===== config.mk =====
export PLATFORM = sky130hd
export DESIGN_NAME = adc_display_scheduler
export DESIGN_NICKNAME = d
export VERILOG_FILES = /design/src/rtl/adc_display_scheduler.sv
export SDC_FILE = /design/constraint.sdc
export NUM_CORES = 1
export LEC_CHECK = 0
export BUFFER_PORTS_ARGS = -buffer_cell sky130_fd_sc_hd__buf_2
export CORE_MARGIN = 2
export CORE_UTILIZATION = 31
export DETAILED_ROUTE_END_ITERATION = 10
export PLACE_DENSITY = 0.5
export SLEW_MARGIN = 10
export SYNTH_ARGS = -nofsm -noshare
export SYNTH_HDL_FRONTEND = slang
export SYNTH_SLANG_ARGS = --single-unit

===== constraint.sdc =====
create_clock -name clk -period 2 [get_ports clk]
set_input_delay 0.2 -clock clk [delete_from_list [all_inputs] [get_ports clk]]
set_output_delay 0.2 -clock clk [all_outputs]
set_load 0.02 [all_outputs]

===== src/rtl/adc_display_scheduler.sv =====
// Refresh sequencer for the ADC-to-display path: averages a block of ADC samples
// per refresh tick, runs the BCD converter handshake and strobes the display register.
module adc_display_scheduler #(
  parameter int TICK_DIV     = 2_500_000,
  parameter int AVG_LOG2     = 4,
  parameter int ADC_W        = 12,
  parameter int CONV_TIMEOUT = 64
) (
  input  logic             clk,
  input  logic             reset,
  input  logic             adc_valid,
  input  logic [ADC_W-1:0] adc_data,
  input  logic             hold_toggle,
  output logic             conv_start,
  output logic [ADC_W-1:0] conv_data,
  input  logic             conv_done,
  output logic             update_en,
  output logic [ADC_W-1:0] avg_out,
  output logic             hold,
  output logic             busy,
  output logic             timeout_err
);

  localparam int TICK_W = (TICK_DIV > 2) ? $clog2(TICK_DIV) : 1;
  localparam int ACC_W  = ADC_W + AVG_LOG2;
  localparam int CNT_W  = AVG_LOG2 + 1;
  localparam int NSAMP  = 1 << AVG_LOG2;
  localparam int TO_W   = $clog2(CONV_TIMEOUT + 1);

  localparam logic [TICK_W-1:0] TICK_LAST = TICK_W'(TICK_DIV - 1);
  localparam logic [CNT_W-1:0]  SAMP_LAST = CNT_W'(NSAMP - 1);
  localparam logic [TO_W-1:0]   TO_LAST   = TO_W'(CONV_TIMEOUT - 1);

  typedef enum logic [2:0] {
    S_IDLE,
    S_ACCUM,
    S_CONVERT,
    S_WAIT_CONV,
    S_UPDATE
  } state_t;

  state_t             r_state;
  logic [TICK_W-1:0]  r_tick_cnt;
  logic [ACC_W-1:0]   r_acc;
  logic [CNT_W-1:0]   r_samp_cnt;
  logic [TO_W-1:0]    r_to_cnt;
  logic [ADC_W-1:0]   r_avg;
  logic               r_conv_start;
  logic               r_update_en;
  logic               r_hold;
  logic               r_busy;
  logic               r_timeout_err;
  logic               w_tick;

  // The tick counter free-runs; ticks that land outside IDLE are simply lost.
  assign w_tick = (r_tick_cnt == TICK_LAST);

  always_ff @(posedge clk) begin
    if (reset) begin
      r_tick_cnt <= '0;
    end else if (w_tick) begin
      r_tick_cnt <= '0;
    end else begin
      r_tick_cnt <= r_tick_cnt + TICK_W'(1);
    end
  end

  // NOTE: all state and outputs update with <= so every branch sees the
  // pre-edge values; pulse outputs default low and are raised only on entry.
  always_ff @(posedge clk) begin
    if (reset) begin
      r_state       <= S_IDLE;
      r_acc         <= '0;
      r_samp_cnt    <= '0;
      r_to_cnt      <= '0;
      r_avg         <= '0;
      r_conv_start  <= 1'b0;
      r_update_en   <= 1'b0;
      r_hold        <= 1'b0;
      r_busy        <= 1'b0;
      r_timeout_err <= 1'b0;
    end else begin
      r_conv_start <= 1'b0;
      r_update_en  <= 1'b0;
      r_hold       <= r_hold ^ hold_toggle;

      case (r_state)
        S_IDLE: begin
          if (w_tick) begin
            r_acc      <= '0;
            r_samp_cnt <= '0;
            r_busy     <= 1'b1;
            r_state    <= S_ACCUM;
          end
        end

        S_ACCUM: begin
          if (adc_valid) begin
            if (r_samp_cnt == SAMP_LAST) begin
              r_avg        <= ADC_W'((r_acc + ACC_W'(adc_data)) >> AVG_LOG2);
              r_conv_start <= 1'b1;
              r_state      <= S_CONVERT;
            end else begin
              r_acc      <= r_acc + ACC_W'(adc_data);
              r_samp_cnt <= r_samp_cnt + CNT_W'(1);
            end
          end
        end

        S_CONVERT: begin
          r_to_cnt <= '0;
          r_state  <= S_WAIT_CONV;
        end

        S_WAIT_CONV: begin
          if (conv_done) begin
            // Use the hold value that will be visible during the UPDATE cycle,
            // so a toggle arriving with conv_done still counts for this refresh.
            r_update_en <= ~(r_hold ^ hold_toggle);
            r_state     <= S_UPDATE;
          end else if (r_to_cnt == TO_LAST) begin
            r_timeout_err <= 1'b1;
            r_busy        <= 1'b0;
            r_state       <= S_IDLE;
          end else begin
            r_to_cnt <= r_to_cnt + TO_W'(1);
          end
        end

        S_UPDATE: begin
          r_busy  <= 1'b0;
          r_state <= S_IDLE;
        end

        default: begin
          r_busy  <= 1'b0;
          r_state <= S_IDLE;
        end
      endcase
    end
  end

  // The converter operand is the latest average; it only changes on entry to CONVERT.
  assign conv_start  = r_conv_start;
  assign conv_data   = r_avg;
  assign avg_out     = r_avg;
  assign update_en   = r_update_en;
  assign hold        = r_hold;
  assign busy        = r_busy;
  assign timeout_err = r_timeout_err;

endmodule


After elaboration in Yosys (flattened, before gate mapping)
Index checks and enable logic that the tools add are counted.

Word-level logic and storage cells: 71. Bits in registers: 70. Input port bits: 17. Output and inout port bits: 29.

Reduce and logical (&&, ||, !) cells: 13. Mux-type cells: 22. Add/sub/neg operators: 4. Equality and inequality tests: 14. Bitwise operators: 7.

Operators with widths (number): $mux W16 (3); $pmux W16 S2 (1); $add A22 B1 Y22 const B (1); $eq A22 B22 Y1 const B (1); $add A16 B12 Y16 (1); $mux W3 (5); $mux W5 (3); $mux W7 (2); $ne A2 B2 Y1 const B (7); $pmux W7 S2 (1); $pmux W3 S4 (1); $reduce_and A4 Y1 (3); $pmux W5 S2 (1); $reduce_and A3 Y1 (3); $add A7 B1 Y7 const B (1); $eq A7 B6 Y1 const B (1); $eq A3 B2 Y1 const B (2); $not A1 Y1 (6); $reduce_or A3 Y1 (2); $add A5 B1 Y5 const B (1); $eq A5 B4 Y1 const B (1); $mux W1 (4); $reduce_bool A2 Y1 (2); $reduce_or A2 Y1 (2); 5 further kinds (5).

Depth between registers and ports, before layout
Depth in word-level cells: 4. Gate-level depth with buffers: 9. Mapped depth without buffers: 8.

Least setup slack after synthesis
OpenSTA, ideal clock, no wires.

Path type: register to register. From: register r_acc[0]. To: register r_avg[10] (netlist: avg_out[10]). Stages on the path, launching flop included: 8. Period minus slack after synthesis: 2098 ps. Library setup time: 91 ps. Data arrival time: 2007 ps. Required time: 1909 ps. Setup slack: -98 ps. Path buffers: 0. Cells stage by stage: dfxtp_1 -> ha_1 -> fa_1 -> a211oi_1 -> o211ai_1 -> a211oi_2 -> o21ai_0 -> a311oi_1.

Cells in the longest elaborated chain, start to end: 1.

RTL lines: from (decl) (line 44) `logic [ACC_W-1:0] r_acc;`; from (signal assigned) (line 104) `r_acc <= r_acc + ACC_W'(adc_data);`; $add A16 B12 Y16 (line 100) `r_avg <= ADC_W'((r_acc + ACC_W'(adc_data)) >> AVG_LOG2);`; to (signal assigned) (line 100); to (decl) (line 47) `logic [ADC_W-1:0] r_avg;`.

Every way passes these cells. A chain may end at the register's enable or synchronous reset.

Worst setup path after layout
Same ends and word-level chain as after synthesis.

==> impl_metrics.tcl <==
set metrics [dict create \
    antenna_left 0 \
    grt_max_degree 27 \
    layout_common_cells "dfxtp_1 (65), nor2_1 (61), buf_2 (45)" \
    ios 46 \
    p_per_area_mw_per_mm2 662 \
    area_growth_pct 28.8 \
    routabilityCongestion 0.817 \
    die_y_um 111 \
    drv_slew 0 \
    grt_pass1_vias 2804 \
    synth.distinct_cells 56 \
    fin_util_pct 40.7 \
    worstPathMaxFanout 7 \
    failed_checks "setup timing" \
    die_w_um 111 \
    cp_cell_sequence "ha_4 > fa_2 > a211oi_4 > o211ai_1 > a211oi_2 > buf_4 > o21ai_2 > a311oi_1" \
    cp-end-kind "flip-flop" \
    synth_flop_cell "dfxtp_1" \
    p_int_mw 2.34 \
    overflow 0 \
    reg2reg_slack_ns -0.002 \
    start_util_pct 31.6 \
    p_sw_mw 0.716 \
    antenna_found_initial 0 \
    reg2reg_depth 8 \
    synth-seq-cells 70 \
    skew_ns 0.00708 \
    status "finished, violations left" \
    post_synth_inst_count 421 \
    max_slew_margin_pct 66.5 \
    synth_xor_xnor_area_share_pct 9.30 \
    synth_warnings 0 \
    clock_power_share_pct 49.1 \
    synth_area_mm2 0.00358 \
    diodes 0 \
    n_fill_cell 1172 \
    final_common_cell "dfxtp_1" \
    cts_buffer_depth 2 \
    finalSetupViolations 1 \
    combPwrFrac_pct 4.8 \
    required_ns 2.25 \
    numCtsBuffers 9 \
    clock_latency_ns 0.33 \
    max_stage_delay_ns 0.36 \
    place_ws_ns -0.0907 \
    routed_via_density 4.88 \
    cts_root_buffer "clkbuf_16" \
    track_usage_pct 13.6 \
    tightest_slew_ns 0.503 \
    synth.avg_cell_area_um2 8.50 \
    cts_htree_levels 3 \
    layout_setup_ws_ns -0.00153 \
    synth-compound-area-share_pct 15.7 \
    drt-initial-drc-count 136 \
    seq_area_frac_synth_pct 39.2 \
    grt_pass1_wl_um 13500 \
    wire_per_inst_um 13.1 \
    cts_tree "yes" \
    worstSetupPathType "reg -> reg" \
    hold_viol_final 0 \
    layout_min_cycle_time_ns 2.00 \
    layout-drive-gt1-share_pct 28.6 \
    finalWirelength_um 8320 \
    fmax_ghz 0.500 \
    yosys.area_share.simple_pct 23.9 \
    hpwl_um 5760 \
    crit_arrival_ns 2.25 \
    swShare_pct 23.5 \
    p_seq_share_pct 46.1 \
    drc 0 \
    syn_nets 455 \
    die-area_mm2 0.0124 \
    async_flop_share_pct 0 \
    synth_top_family_by_area "simple AND/OR/NAND/NOR gates" \
    dr.pass1.iters 4 \
    yosys-mux-area-fraction_pct 0.280 \
    ir_worst_vdd_uv 419 \
    drv_cap 0 \
    nets 519 \
    num_rows 39 \
    grt_setup_unrepaired "yes" \
    hold_depth 3 \
    port_buffers 45 \
    clock_sinks 70 \
    hold_slack_ns 0.127 \
    startpoint_type "flip-flop" \
    p_leak_nw 1.83 \
    critPathSlowestCell "fa_2" \
    finalCritPeriodShare_pct 100 \
    coreArea_mm2 0.0113 \
    synth_edf_count 0 \
    clk_pin_slew_worst_paths_ns 0.06 \
    vias 3086 \
    synthAdderAreaFrac_pct 6.16 \
    hold_path.class "in -> reg" \
]
==> cells by family (layout without fill, tap and decap cells) <==
kind of cell	after synthesis	after routing
adders and majority gates	17	17
buffers and inverters	39	108
xor gates and xnor gates	38	38
muxes	1	1
AOI/OAI and AO/OA	82	82
and+or+nand+nor	174	174
DFF	70	70
==> through the flow <==
step	instances	power, mW	cell area, um2	TNS, ns
floorplan	421	1.51	3590	0
global placement	613	1.57	4110	-0.201
detailed placement	613	1.57	4110	-0.278
CTS	630	3.09	4430	-0.0786
global route	633	3.18	4610	-0.559
finish	633	3.05	4610	-0.00153
==> timing repair <==
action | CTS | global route
pin swaps | 8 | 16
endpoints found under the setup margin | 8 | 28
hold buffers | 0 | 0
buffers inserted | 1 | 3
gates resized for setup | 5 | 30
==> sequential cells by signal (all words and copies together) (netlist names) <==
signal and flops:
r_tick_cnt 22, r_state 3, r_acc 16, hold 1, conv_start 1, avg_out 12
busy 1, r_samp_cnt 5, r_to_cnt 7, update_en 1, timeout_err 1
==> per-layer routing <==
metal | up-vias | wire length, um | share of wire, % | GRT usage (%)
li1 | 1598 | - | - | -
met1 | 1449 | 4230 | 51 | 18.3
met2 | 35 | 3750 | 45 | 20.6
met3 | 4 | 265 | 3.2 | 3.97
met4 | 0 | 63 | 0.76 | 4.94
met5 | - | 0 | 0 | 0
==> power groups by stage <==
stage	clock network (mW)	logic, mW	registers [mW]
after floorplan	0	0.0738	1.44
after detailed placement	0	0.132	1.44
after CTS	1.55	0.134	1.41
after global placement	0	0.130	1.44
final	1.50	0.146	1.41
after global routing	1.61	0.162	1.41
==> worst max-delay path, delay by kind of cell (launching register included) <==
kind | cells | cell delay [ns]
AO/OA/AOI/OAI | 5 | 0.89
adder cells (fa/ha/maj) | 2 | 0.52
buffers and inverters | 1 | 0.17
flip-flops | 1 | 0.33
==> cell usage after synthesis (2+ instances only) <==
master,n,area share (%)
and4_1,2,0.49
o31ai_1,3,0.63
a22oi_1,12,2.5
nand4_1,10,1.7
ha_1,16,5.6
xnor2_1,16,3.9
a21o_1,4,0.84
dfxtp_1,70,39
xor2_1,22,5.4
nand3_1,15,2.1
nand3b_1,6,1.3
or3_1,4,0.70
a211oi_1,4,0.84
nor2_1,62,6.5
a21oi_1,24,3.4
buf_2,4,0.56
and3_1,6,1.0
and2_1,3,0.52
a311oi_1,2,0.49
nor4_1,2,0.35
o211ai_1,4,0.84
o21ai_0,7,0.98
o21ai_1,4,0.56
buf_4,12,2.5
a211oi_2,2,0.70
clkbuf_1,13,1.4
nand2b_1,3,0.52
nand2_1,40,4.2
a31oi_1,5,0.87
nor3_1,8,1.1
nor4b_1,3,0.73
a21boi_0,2,0.42
inv_1,8,0.84
==> final timing paths <==
path,startpoint,endpoint
worst max-delay path,r_acc[0]$_SDFFE_PP0P_,avg_out[10]$_SDFFE_PP0P_
worst min-delay path,hold_toggle,update_en$_SDFF_PP0_
worst max register to register,r_acc[0]$_SDFFE_PP0P_,avg_out[10]$_SDFFE_PP0P_
worst min register to register,avg_out[4]$_SDFFE_PP0P_,avg_out[4]$_SDFFE_PP0P_
==> cell type report <==
type                    count  area [um2]  area share (%)
flip-flops and latches     70        1410            30.6
multi-input cells         312        2170            47.1
repair buffers             84         543            11.8
clock buffers              11         243            5.27
clock inverters             5        33.8           0.733
well taps                 143         179            3.88
inverters                   8        30.0           0.652
(Power assumes the default switching activity.)
